$ cat config.mk
export PLATFORM = sky130hd
export DESIGN_NAME = t03_pc_fetch
export DESIGN_NICKNAME = d
export VERILOG_FILES = /design/src/rtl/t03_pc_pkg.sv /design/src/rtl/t03_pc_target.sv /design/src/rtl/t03_pc_fetch.sv
export SDC_FILE = /design/constraint.sdc
export NUM_CORES = 1
export LEC_CHECK = 0
export ABC_AREA = 1
export CAP_MARGIN = 5
export CORE_MARGIN = 2
export CORE_UTILIZATION = 48
export CTS_CLUSTER_DIAMETER = 50
export DETAILED_ROUTE_END_ITERATION = 16
export HOLD_SLACK_MARGIN = 0.1
export PLACE_DENSITY = 0.77
export SLEW_MARGIN = 40
export SYNTH_ARGS = -nofsm -noshare
export SYNTH_HDL_FRONTEND = slang
export SYNTH_HIERARCHICAL = 1
export SYNTH_SLANG_ARGS = --single-unit
$ cat constraint.sdc
create_clock -name clk -period 9.57 [get_ports clk]
set_input_delay 1.914 -clock clk [delete_from_list [all_inputs] [get_ports clk]]
set_output_delay 1.914 -clock clk [all_outputs]
set_load 0.005 [all_outputs]
$ cat src/rtl/t03_pc_pkg.sv
// Shared encodings and default vectors for the team 03 PC/fetch front end.
package t03_pc_pkg;

  typedef enum logic [2:0] {
    CTRL_SEQ    = 3'd0,
    CTRL_JALR   = 3'd1,
    CTRL_BRANCH = 3'd2,
    CTRL_JAL    = 3'd3,
    CTRL_MRET   = 3'd4
  } ctrl_e;

  typedef enum logic [1:0] {
    ST_IDLE,
    ST_FETCH,
    ST_HOLD
  } state_e;

  localparam logic [31:0] DEF_BASE_ADDRESS = 32'h0000_0000;
  localparam logic [31:0] DEF_RESET_VECTOR = 32'h0000_0000;
  localparam logic [31:0] DEF_TRAP_VECTOR  = 32'h0000_0100;

endpackage

$ cat src/rtl/t03_pc_target.sv
// Next-PC selection: trap first, then misaligned control transfer, then ctrl mux.
module t03_pc_target
  import t03_pc_pkg::*;
#(
  parameter int unsigned     XLEN        = 32,
  parameter logic [XLEN-1:0] TRAP_VECTOR = XLEN'(DEF_TRAP_VECTOR)
) (
  input  logic            trap,
  input  logic [2:0]      ctrl,
  input  logic [XLEN-1:0] pc,
  input  logic [XLEN-1:0] mepc,
  input  logic [XLEN-1:0] offset,
  input  logic [XLEN-1:0] alu_result,
  output logic [XLEN-1:0] target,
  output logic            take_trap,
  output logic            misalign
);

  logic [XLEN-1:0] raw;
  logic            checked;

  always_comb begin
    raw     = pc + XLEN'(4);
    checked = 1'b0;
    case (ctrl)
      CTRL_JALR: begin
        raw     = alu_result & ~XLEN'(1);
        checked = 1'b1;
      end
      CTRL_BRANCH, CTRL_JAL: begin
        raw     = pc + offset;
        checked = 1'b1;
      end
      CTRL_MRET: raw = mepc;
      default:   raw = pc + XLEN'(4);
    endcase
  end

  assign misalign  = !trap && checked && raw[1];
  assign take_trap = trap || misalign;
  assign target    = take_trap ? TRAP_VECTOR : raw;

endmodule

$ cat src/rtl/t03_pc_fetch.sv
// PC register, single-outstanding fetch FSM, stale-fetch discard and instruction buffer.
module t03_pc_fetch
  import t03_pc_pkg::*;
#(
  parameter int unsigned     XLEN         = 32,
  parameter logic [XLEN-1:0] BASE_ADDRESS = XLEN'(DEF_BASE_ADDRESS),
  parameter logic [XLEN-1:0] RESET_VECTOR = XLEN'(DEF_RESET_VECTOR),
  parameter logic [XLEN-1:0] TRAP_VECTOR  = XLEN'(DEF_TRAP_VECTOR)
) (
  input  logic            clk,
  input  logic            rst,
  input  logic            freeze,
  input  logic            retire,
  input  logic [2:0]      ctrl,
  input  logic [XLEN-1:0] offset,
  input  logic [XLEN-1:0] alu_result,
  input  logic            trap,
  output logic            fetch_req,
  output logic [XLEN-1:0] fetch_addr,
  input  logic            fetch_ack,
  input  logic [XLEN-1:0] fetch_data,
  output logic            instr_valid,
  output logic [XLEN-1:0] instr,
  output logic [XLEN-1:0] instr_pc,
  output logic [XLEN-1:0] pc,
  output logic [XLEN-1:0] mepc,
  output logic            misalign
);

  state_e          state_q;
  logic [XLEN-1:0] pc_q, mepc_q, addr_q, instr_q, ipc_q;
  logic            stale_q, mis_q;

  logic [XLEN-1:0] target, next_pc;
  logic            take_trap, tgt_mis, update;

  t03_pc_target #(
    .XLEN        (XLEN),
    .TRAP_VECTOR (TRAP_VECTOR)
  ) u_target (
    .trap       (trap),
    .ctrl       (ctrl),
    .pc         (pc_q),
    .mepc       (mepc_q),
    .offset     (offset),
    .alu_result (alu_result),
    .target     (target),
    .take_trap  (take_trap),
    .misalign   (tgt_mis)
  );

  assign update  = !freeze && state_q != ST_IDLE &&
                   (trap || (retire && state_q == ST_HOLD));
  assign next_pc = update ? target : pc_q;

  always_ff @(posedge clk or posedge rst) begin
    if (rst) begin
      state_q <= ST_IDLE;
      pc_q    <= RESET_VECTOR;
      mepc_q  <= '0;
      addr_q  <= '0;
      instr_q <= '0;
      ipc_q   <= '0;
      stale_q <= 1'b0;
      mis_q   <= 1'b0;
    end else begin
      mis_q <= update && tgt_mis;
      if (update) begin
        pc_q <= target;
        if (take_trap) mepc_q <= pc_q;
      end
      case (state_q)
        ST_IDLE: begin
          state_q <= ST_FETCH;
          addr_q  <= pc_q + BASE_ADDRESS;
        end
        ST_FETCH: begin
          // An ack coinciding with a trap is treated as stale too: its PC is already superseded.
          if (fetch_ack) begin
            if (stale_q || update) begin
              addr_q  <= next_pc + BASE_ADDRESS;
              stale_q <= 1'b0;
            end else begin
              instr_q <= fetch_data;
              ipc_q   <= pc_q;
              state_q <= ST_HOLD;
            end
          end else if (update) begin
            stale_q <= 1'b1;
          end
        end
        ST_HOLD: begin
          if (update) begin
            state_q <= ST_FETCH;
            addr_q  <= target + BASE_ADDRESS;
          end
        end
        default: state_q <= ST_IDLE;
      endcase
    end
  end

  assign fetch_req   = state_q == ST_FETCH;
  assign fetch_addr  = addr_q;
  assign instr_valid = state_q == ST_HOLD;
  assign instr       = instr_q;
  assign instr_pc    = ipc_q;
  assign pc          = pc_q;
  assign mepc        = mepc_q;
  assign misalign    = mis_q;

endmodule

==> parameters.txt <==
Parameter                              Value

Min path
  Hold Crit Depth ... 2
  Startpoint of the worst hold path ... instr[26]
  Worst hold path class ... reg2reg
  Endpoint of the worst hold-timing path ... instr[26]

CTS
  Clock tree root buffer cell ... clkbuf_16
  Sinks on the clock net ... 164
  Post-CTS setup buffer count ... 0
  Max clock buf depth ... 2
  Hold buffer count at cts ... 0
  Clock slew at the register clock pins of the worst setup and hold paths ... 0.07 ns
  Total clock buffers created by CTS ... 17
  Clock Latency Late Sink ... 0.42 ns
  # resized after CTS ... 0
  Clock tree from TritonCTS ... done
  Depth of the CTS H-tree ... 4

Synthesis
  Most instantiated flip-flop cell in the synthesis netlist ... dfrtp_1
  Count of state elements after synthesis ... 164
  Library cells used by synthesis ... 39
  Most instantiated library cell after synthesis ... nand2_1
  Fraction of registers with async set/reset ... 100%
  Avg Synthesized Cell Area ... 6.55 µm²
  Cells after Synth ... 1722
  Biggest area contributors in the synthesized netlist ... dfrtp_1, nand2_1, inv_1
  Sequential-to-total area share from yosys stat ... 36.4%
  Leading cell types by count after synthesis ... nand2_1, inv_1, nand3_1
  Post-synthesis instance area ... 11300 µm²
  Share of Yosys cell area claimed by the top area cell type ... 36.4%
  Synthesis warning total ... 6
  Top cell type by total area after synthesis ... dfrtp_1
  Synth Net Count ... 1864
  Number of enable-type register cells in the synthesized netlist ... 0

Setup path
  CP Launch Type ... input port
  R2r setup slk ... 5.98 ns
  CP Cell Sequence ... clkdlybuf4s50_1 > inv_1 > nand2_4 > nand2_4 > nand3_4 > nor2_4 > inv_2 > buf_4 > nand2_1 > o21ai_0
  Stages on worst setup path ... 10
  Cell mode on critical path ... nand2_4
  Reg-to-reg critical path endpoint ... instr_pc[23]
  Total buffers and inverters traversed by the critical path ... 4
  Setup CP Type ... in2reg
  Largest incremental delay on the critical path ... 0.57 ns
  Crit path arrival time ... 5.02 ns
  Endpoint class of the critical path ... flop
  CP delay by family, top ... simple AND/OR/NAND/NOR gates
  Master of the slowest instance on the critical path ... nor2_4
  Reg-to-reg startpoint ... state_q[0]
  Data required, critical path ... 9.84 ns
  Max FO, Critical Path ... 66
  FF-to-FF path depth ... 11

Routing
  Wirelength, routed ... 39000 µm
  # DRC ... 0
  Via density ... 5.37
  Routed Antenna Nets ... 0
  Router iterations before antenna repair ... 6
  Via count ... 12300
  Routed length per instance ... 17.1 µm
  1st-iter DRT viols ... 1435

STA
  Maximum frequency from static timing analysis ... 211 MHz
  Minimum clock period ... 4.75 ns
  Final TNS setup ... 0 ns
  Post-route clock period utilization ... 49.6%
  Transition time at the pin with the least slew margin ... 0.754 ns
  Number of failing setup endpoints in the final timing report ... 0
  Final Hold Vio Count ... 0
  Number of pins with negative max-slew slack in the final report ... 0
  Worst Clk Skew ... 0.00898 ns
  Setup repair after global routing missed its margin ... no
  Worst relative slew slack ... 49.7%

Global routing
  Initial antenna violation count ... 0
  First-pass GRT wire length ... 60500 µm
  Total track usage ... 31.5%
  Largest net degree at the start of global routing ... 109
  Remaining Overflow, GRT ... 0
  Via count of the first global-routing pass ... 11600

Power and ir drop
  Power density over the cells ... 349 nW/µm²
  Worst ir drop on vdd ... 0.254 mV
  Leak ... 0.00746 µW

Layout
  Final cell utilization of the core ... 63.3%
  Synth-to-layout area growth ... 30.6%
  Fill cell count ... 2158
  Layout cells sized above 1 ... 3.87%
  Non-Filler Cell Area, Final ... 14700 µm²
  Antenna cells ... 0
  Net total in the final layout ... 2094

Status
  Outcome ... finished, final reports clean

Floorplan
  Die Span Y ... 157 µm
  Initial core utilization ... 48.5%
  Core Rows ... 56
  I/O pin total ... 268
  Core box area ... 23300 µm²
  Die footprint ... 24700 µm²
  Horizontal die dimension ... 157 µm

Place
  I/O Buffers ... 266
  GPL Wtd Cong ... 0.981
  Placement Cell Area ... 14100 µm²
  Placed wire-length estimate after detailed placement ... 29600 µm

Flow run
  Maximum capacitance violations ... 0
==> stage by stage <==
step / instances / total power [µW] / hold WS [ns] / setup slack [ns]
floorplan: 1722 / 3050 / 0.465 / 3.22
global placement: 2252 / 4310 / 0.452 / 4.36
detailed placement: 2252 / 4380 / 0.459 / 4.39
CTS: 2284 / 5130 / 0.475 / 4.83
global route: 2284 / 5580 / 0.495 / 4.54
finish: 2284 / 5150 / 0.477 / 4.82
==> layout by cell type, fill, tap and decap left out, drive strengths merged, types with 18 or more instances in the layout <==
master	instances
a21oi	90
a221oi	22
dfrtp	164
and2	33
ha	36
o21ai	95
clkbuf	18
clkdlybuf4s50	266
nand2	673
nor2	92
inv	231
nand3	167
==> layout make-up <==
type / count / area [µm²] / area share (%)
multi-input combinational: 1267 / 6020 / 40.8
sequential: 164 / 4100 / 27.9
timing repair buffer: 275 / 2730 / 18.5
inverter: 227 / 870 / 5.90
clock buffer: 18 / 439 / 2.98
tap: 319 / 399 / 2.71
clock inverter: 14 / 175 / 1.19
==> per-layer routing <==
| metal | routed length (µm) | part of all wire, % | vias up | GRT usage [%] |
|---|---|---|---|---|
| met4 | 1100 | 2.8 | 0 | 11.4 |
| li1 | - | - | 5910 | - |
| met2 | 17900 | 46 | 587 | 50.5 |
| met3 | 3870 | 9.9 | 87 | 6.83 |
| met5 | 0 | 0 | - | 0 |
| met1 | 16100 | 41 | 5672 | 41.9 |
==> worst max-delay path by stage <==
stage / from / slack, ns / to
after floorplan: rst / 3.22 / fetch_addr[0]
after global placement: ctrl[1] / 4.36 / mepc[28]
after detailed placement: trap / 4.39 / instr_pc[18]
after CTS: trap / 4.83 / instr_pc[23]
after global routing: retire / 4.54 / instr_pc[12]
final: trap / 4.82 / instr_pc[23]
==> worst reg2reg max path, stage by stage (launching register included) <==
cell and delay (ns):
dfrtp_1 0.39, inv_1 0.08, ha_1 0.28, nand2_2 0.12, nand2_4 0.25, nand2_4 0.49, nand3_4 0.18, nor2_4 0.57
inv_2 0.42, buf_4 0.45, nand2_1 0.14, o21ai_0 0.09
==> registers in the layout, indices dropped and copies added (netlist names) <==
| signal | cells |
|---|---|
| state_q | 2 |
| instr_pc | 32 |
| mepc | 32 |
| instr | 32 |
| fetch_addr | 32 |
| pc | 32 |
| stale_q | 1 |
| misalign | 1 |
==> logic make-up after synthesis <==
group / synth area share [%]
fa+ha+maj: 4.17
compound gates: 10.7
simple gates: 37.6
flops: 36.4
xor+xnor: 0.776
buf+inv: 10.4
==> power breakdown <==
part | switching (µW) | leakage [µW] | internal, µW
clock | 293 | 0.000294 | 421
combinational | 1720 | 0.00517 | 1280
sequential | 398 | 0.00200 | 1040
(Power assumes the default switching activity.)
